$ cat src/rtl/layer_region_allocator.sv
// Bump allocator that carves model, weight, bias and scratch regions for each layer
// descriptor out of a memory pool and streams them one at a time over valid/ready.
module layer_region_allocator #(
  parameter int ADDR_W    = 23,
  parameter int DIM_W     = 16,
  parameter int W_HDR     = 4,
  parameter int V_HDR     = 3,
  parameter int POOL_BASE = 0,
  parameter int POOL_SIZE = 2**22
) (
  input  logic              clk,
  input  logic              rst_l,
  input  logic              cmd_valid,
  output logic              cmd_ready,
  input  logic [1:0]        cmd_op,
  input  logic [ADDR_W-1:0] cmd_len,
  input  logic [7:0]        lyr_opcode,
  input  logic [DIM_W-1:0]  lyr_insize,
  input  logic [DIM_W-1:0]  lyr_outsize,
  input  logic              train_en,
  output logic              asn_valid,
  input  logic              asn_ready,
  output logic [2:0]        asn_kind,
  output logic [ADDR_W-1:0] asn_begin,
  output logic [ADDR_W-1:0] asn_end,
  output logic              done,
  output logic              err_oflow,
  output logic              err_opcode,
  output logic              err_seq,
  output logic [ADDR_W-1:0] avail_ptr
);

  // One spare bit above the widest operand so a sum can never wrap past the limit.
  localparam int AW = ((ADDR_W > 2*DIM_W) ? ADDR_W : 2*DIM_W) + 1;
  localparam logic [AW-1:0] LIMIT = AW'(POOL_BASE) + AW'(POOL_SIZE);

  localparam logic [1:0] OP_MODEL   = 2'd0;
  localparam logic [1:0] OP_LAYER   = 2'd1;
  localparam logic [1:0] OP_RELEASE = 2'd2;
  localparam logic [7:0] LYR_LINEAR = 8'd1;
  localparam logic [7:0] LYR_RELU   = 8'd3;

  localparam logic [2:0] K_MODEL   = 3'd0;
  localparam logic [2:0] K_WEIGHT  = 3'd1;
  localparam logic [2:0] K_WGRAD   = 3'd2;
  localparam logic [2:0] K_BIAS    = 3'd3;
  localparam logic [2:0] K_BGRAD   = 3'd4;
  localparam logic [2:0] K_SCRATCH = 3'd5;

  typedef enum logic [1:0] {IDLE, CALC, EMIT, DONE} state_t;

  state_t              state, state_nxt;
  logic [1:0]          op_q;
  logic [7:0]          lop_q;
  logic [DIM_W-1:0]    in_q, out_q, prev_out;
  logic                train_q;
  logic [ADDR_W-1:0]   cmd_len_q;
  logic [AW-1:0]       len_w, len_b, len_g;
  logic [6:0]          mask;
  logic [ADDR_W-1:0]   model_ptr, model_end;
  logic                model_valid;

  logic                is_linear, is_relu, bad_op, seq_err;
  logic [DIM_W-1:0]    eff_in, eff_out;
  logic [2*DIM_W-1:0]  prod;
  logic [2:0]          cur_kind;
  logic                model_src, oflow, emit_ok, hs, last;
  logic [AW-1:0]       cur_len, base, reg_end, bound;

  assign is_linear = (op_q == OP_LAYER) && (lop_q == LYR_LINEAR);
  assign is_relu   = (op_q == OP_LAYER) && (lop_q == LYR_RELU);
  assign bad_op    = (op_q == 2'd3) || ((op_q == OP_LAYER) && !is_linear && !is_relu);
  assign seq_err   = is_linear && !model_valid;
  // RELU is shape-preserving: both sides take the previous layer's output size.
  assign eff_in    = is_relu ? prev_out : in_q;
  assign eff_out   = is_relu ? prev_out : out_q;
  assign prod      = {{DIM_W{1'b0}}, eff_in} * {{DIM_W{1'b0}}, eff_out};

  // The emit list is a bitmask indexed by kind; kind order equals emission order.
  always_comb begin
    cur_kind = K_MODEL;
    for (int i = 6; i >= 0; i--) begin
      if (mask[i]) cur_kind = 3'(i);
    end
  end

  always_comb begin
    case (cur_kind)
      K_MODEL, K_WEIGHT, K_WGRAD: cur_len = len_w;
      K_BIAS, K_BGRAD, K_SCRATCH: cur_len = len_b;
      default:                    cur_len = len_g;
    endcase
  end

  assign model_src = (cur_kind == K_WEIGHT) || (cur_kind == K_BIAS);
  assign base      = model_src ? AW'(model_ptr) : AW'(avail_ptr);
  assign reg_end   = base + cur_len;
  assign bound     = model_src ? AW'(model_end) : LIMIT;
  assign oflow     = reg_end > bound;
  assign emit_ok   = (state == EMIT) && (mask != 7'd0) && !oflow;
  assign hs        = emit_ok && asn_ready;
  assign last      = (mask & (mask - 7'd1)) == 7'd0;

  always_ff @(posedge clk or negedge rst_l) begin
    if (!rst_l) state <= IDLE;
    else        state <= state_nxt;
  end

  always_comb begin
    state_nxt = state;
    cmd_ready = 1'b0;
    asn_valid = 1'b0;
    asn_kind  = 3'd0;
    asn_begin = '0;
    asn_end   = '0;
    done      = 1'b0;
    case (state)
      IDLE: begin
        cmd_ready = 1'b1;
        if (cmd_valid) state_nxt = CALC;
      end
      CALC: begin
        if (bad_op || seq_err || (op_q == OP_RELEASE)) state_nxt = DONE;
        else                                           state_nxt = EMIT;
      end
      EMIT: begin
        asn_valid = emit_ok;
        if (emit_ok) begin
          asn_kind  = cur_kind;
          asn_begin = base[ADDR_W-1:0];
          asn_end   = reg_end[ADDR_W-1:0];
        end
        if (!emit_ok || (hs && last)) state_nxt = DONE;
      end
      default: begin
        done      = 1'b1;
        state_nxt = IDLE;
      end
    endcase
  end

  always_ff @(posedge clk or negedge rst_l) begin
    if (!rst_l) begin
      op_q        <= 2'd0;
      lop_q       <= 8'd0;
      in_q        <= '0;
      out_q       <= '0;
      train_q     <= 1'b0;
      cmd_len_q   <= '0;
      len_w       <= '0;
      len_b       <= '0;
      len_g       <= '0;
      mask        <= 7'd0;
      avail_ptr   <= ADDR_W'(POOL_BASE);
      model_ptr   <= '0;
      model_end   <= '0;
      model_valid <= 1'b0;
      prev_out    <= '0;
      err_oflow   <= 1'b0;
      err_opcode  <= 1'b0;
      err_seq     <= 1'b0;
    end else begin
      case (state)
        IDLE: begin
          if (cmd_valid) begin
            op_q      <= cmd_op;
            lop_q     <= lyr_opcode;
            in_q      <= lyr_insize;
            out_q     <= lyr_outsize;
            train_q   <= train_en;
            cmd_len_q <= cmd_len;
          end
        end
        CALC: begin
          len_w <= (op_q == OP_MODEL) ? AW'(cmd_len_q) : AW'(W_HDR) + AW'(prod);
          len_b <= AW'(V_HDR) + AW'(eff_out);
          len_g <= AW'(V_HDR) + AW'(eff_in);
          mask  <= 7'd0;
          if (op_q == OP_RELEASE) begin
            avail_ptr   <= ADDR_W'(POOL_BASE);
            model_valid <= 1'b0;
            prev_out    <= '0;
            err_oflow   <= 1'b0;
            err_opcode  <= 1'b0;
            err_seq     <= 1'b0;
          end else if (bad_op) begin
            err_opcode <= 1'b1;
          end else if (seq_err) begin
            err_seq <= 1'b1;
          end else if (op_q == OP_MODEL) begin
            mask <= 7'b0000001;
          end else if (is_linear) begin
            mask <= {train_q, 1'b1, train_q, 1'b1, train_q, 1'b1, 1'b0};
          end else begin
            mask <= {train_q, 1'b1, 5'b00000};
          end
        end
        EMIT: begin
          if ((mask != 7'd0) && oflow) begin
            err_oflow <= 1'b1;
            mask      <= 7'd0;
          end else if (hs) begin
            mask <= mask & (mask - 7'd1);
            if (model_src) model_ptr <= reg_end[ADDR_W-1:0];
            else           avail_ptr <= reg_end[ADDR_W-1:0];
            if (cur_kind == K_MODEL) begin
              model_ptr   <= avail_ptr;
              model_end   <= reg_end[ADDR_W-1:0];
              model_valid <= 1'b1;
            end
            if (last && is_linear) prev_out <= out_q;
          end
        end
        default: ;
      endcase
    end
  end

endmodule

$ cat config.mk
export PLATFORM = sky130hd
export DESIGN_NAME = layer_region_allocator
export DESIGN_NICKNAME = d
export VERILOG_FILES = /design/src/rtl/layer_region_allocator.sv
export SDC_FILE = /design/constraint.sdc
export NUM_CORES = 1
export LEC_CHECK = 0
export CORE_MARGIN = 2
export CORE_UTILIZATION = 60
export CTS_BUF_LIST = sky130_fd_sc_hd__clkbuf_8
export DETAILED_ROUTE_END_ITERATION = 10
export GPL_ROUTABILITY_DRIVEN = 0
export HOLD_SLACK_MARGIN = 0.06
export PLACE_DENSITY = 0.81
export SLEW_MARGIN = 15
export SYNTH_ARGS = -nofsm -noshare
export SYNTH_HDL_FRONTEND = slang
export SYNTH_SLANG_ARGS = --single-unit
$ cat constraint.sdc
create_clock -name clk -period 11 [get_ports clk]
set_input_delay 3.3 -clock clk [delete_from_list [all_inputs] [get_ports clk]]
set_output_delay 3.3 -clock clk [all_outputs]
set_load 0.02 [all_outputs]
==> impl_results.md <==
- Worst slack, placed: 241.6 ps
- Crit path max fanout: 21
- Routed Wire Length: 67580 µm
- Port Buffers: 147
- Crit end category: primary output
- Fmax: 92.00 MHz
- Final period util: 98.81%
- Placed instance area: 24180 µm²
- Adder-Cell Fraction of Synth Area: 26.72%
- Die Height: 196.3 µm
- Primary FF master, synth: dfrtp_1
- Number of flops mapped to enable cells by yosys: 0
- Initial DRC count: 1824
- Via count: 19.35k
- DP HPWL: 49450 µm
- Drt wl/cell: 22.09 µm
- Most frequent CP cell: inv_1
- Synth Area in XOR/XNOR: 3.080%
- Delay-heaviest family, CP: simple AND/OR/NAND/NOR gates
- Clock Skews: 51.27 ps
- Syn Nets: 2850
- Post-DR vias/cell: 6.326
- Max Slew Vio Count: 0
- CTS root buf: clkbuf_8
- Clock buffer depth: 3
- Mapped cell area: 22180 µm²
- Worst Hold Class: flip-flop to flip-flop
- Remaining antenna violation count: 0
- Post-layout min period: 10870 ps
- Multi-input logic area: 14980 µm²
- Final Hold Fails: 0
- Core ar.: 36520 µm²
- Req. time, crit path: 7700 ps
- Worst-skew pair later-pin latency: 630 ps
- Post-synthesis mux area share: 10.34%
- Die area: 38530 µm²
- Tightest Pin Transition: 1241 ps
- Synth cell count leaders: nand2_1 (359), inv_1 (288), dfrtp_1 (231)
- Number of remaining DRC errors: 0
- Seq/Total Area, Yosys: 26.06%
- Mapped Cells: 2426
- Slowest CP cell: clkdlybuf4s50_1
- # diodes: 0
- Flops & latches, synth: 231
- Max_slew headroom: 14.92%
- Leading post-synthesis cells by cell area: dfrtp_1 (26%), fa_1 (18%), ha_1 (8.9%)
- CTS Buf Count: 42
- Share of cells above drive strength 1: 13.59%
- P&R area growth vs syn: 14.61%
- First-pass GRT wire length: 107100 µm
- Avg Cell Area, Syn: 9.144 µm²
- Final net count: 2982
- Warnings, synthesis: 0
- Die Span X: 196.3 µm
- Most frequent cell after synthesis: nand2_1
- Initial Util: 60.74%
- CTS tree: built
- Post-layout instance area: 25420 µm²
- H-tree levels: 2
- IO Pins: 148
- CP startpoint kind: flip-flop
- GR Overflow Total: 0
- Main combinational cell family by area after synthesis: adder cells
- Complex-gate fraction of the synthesized area: 11.41%
- Buf+Inv Stages, Crit Path: 6
- Final setup viols: 0
- Vias in the first global route: 20.08k
- Setup tns final: 0 ps
- Synth unique cells: 84
- Final setup margin: 130.8 ps
- Fillcell total: 2711
- Ys async rst share: 100.0%
- TritonRoute pass-1 iters: 9
- Row count: 70
- CTS clk-pin slew, worst paths: 60 ps
- WS Path Type: flip-flop to primary output
- Critical path arrival: 7570 ps
- Area taken by flip-flops and latches: 5784 µm²
- Synth Area in Simple Gates: 15.25%
- Status: completed
- Initial antenna violation count: 0
- Largest net degree at the start of global routing: 107
- CTS sink count: 231
- MaxCap Viol Count: 0
- Top-area cell type share of the netlist area: 26.06%
- CP peak stage delay: 630 ps
- Synth area leader: dfrtp_1
- GR Util All Layers: 35.80%
==> layout by cell type, fill, tap and decap left out, drive strengths merged, types with 8 or more instances in the layout <==
cell / synthesis / final
o21a: 9 / 9
and2: 22 / 22
nor2: 202 / 202
fa: 197 / 197
nand4: 9 / 9
nand2: 360 / 360
xnor2: 55 / 55
clkinv: 2 / 10
o21ai: 86 / 86
o22ai: 36 / 36
o211ai: 8 / 8
a21oi: 112 / 113
mux2: 174 / 174
buf: 20 / 56
nor3: 44 / 44
clkbuf: 96 / 58
a21o: 33 / 33
clkdlybuf4s50: 0 / 105
o31ai: 9 / 9
and3: 23 / 23
nor2b: 36 / 36
xor2: 23 / 23
dfrtp: 231 / 231
mux2i: 26 / 26
a211oi: 10 / 10
nor4: 9 / 9
a222oi: 17 / 17
nand3: 31 / 31
a32oi: 16 / 16
or3: 9 / 9
dlymetal6s2s: 0 / 41
inv: 288 / 296
ha: 157 / 157
==> path summary, 6_finish.rpt <==
path	slack, ps	cells after the start	endpoint	from
max	130	27	asn_valid	mask[1]
min reg2reg	500	1	model_end[0]	model_end[0]
min	500	1	model_end[0]	model_end[0]
max reg2reg	1470	28	len_w[32]	lop_q[5]
min in group asynchronous	2730	1	out_q[10]	rst_l
max in group asynchronous	6030	3	cmd_len_q[17]	rst_l
==> area by class of cell <==
| type | count | share of cell area, % |
|---|---|---|
| Timing Repair Buffer | 203 | 8.046 |
| Sequential cell | 231 | 22.75 |
| Clock inverter | 20 | 0.6152 |
| Clock buffer | 57 | 3.086 |
| Inverter | 290 | 4.281 |
| Tap cell | 468 | 2.303 |
| Multi-Input combinational cell | 1790 | 58.92 |
==> flip-flops by register name, summed over array words and instances (netlist names), 7 cells and up <==
signal,count
len_w,33
len_b,17
model_ptr,23
lop_q,8
model_end,23
cmd_len_q,23
avail_ptr,23
prev_out,16
len_g,17
in_q,16
out_q,16
mask,7
==> worst register-to-register path, delay by kind of cell, from the launching register on <==
family | cells | cell delay [ps]
adders and majority gates | 7 | 3580
AOI/OAI and AO/OA | 10 | 2730
and+or+nand+nor | 5 | 2190
DFF | 1 | 380
buffers and inverters | 5 | 330
xor gates and xnor gates | 1 | 170
==> per-stage QoR <==
stage	utilization [%]	std cells	hold WS, ps
after detailed placement	66.20	2973	485.9
after CTS	68.96	3054	498.5
after global routing	69.61	3059	517.5
final	69.61	3059	500.5
after floorplan	-	2426	451.1
after global placement	66.20	2973	477.8
==> logic make-up after synthesis <==
kind of cell / count (synthesis)
AND/OR/NAND/NOR: 768
buffers and inverters: 406
AO/OA/AOI/OAI: 387
adder cells (fa/ha/maj): 356
flip-flops: 231
multiplexers: 200
XOR/XNOR: 78
==> metal layers <==
metal / wire length (µm) / vias up / share of wire [%] / GRT usage, %
met5: 0 / - / 0 / 0
met3: 7807 / 307 / 12 / 8.011
li1: - / 8361 / - / -
met2: 30730 / 1258 / 45 / 56.12
met1: 25400 / 9426 / 38 / 46.92
met4: 3639 / 0 / 5.4 / 18.27
==> repair_timing <==
item | CTS | global route
pin swaps | 1 | 4
hold buffers | 0 | 0
setup endpoints to repair | 50 | 50
resized for setup | 5 | 58
gates cloned | 1 | 1
setup buffers | 3 | 3
Power is left out: the tool's default activity adds up to more than one toggle a clock period on the data nets, which glitch-free logic cannot reach.
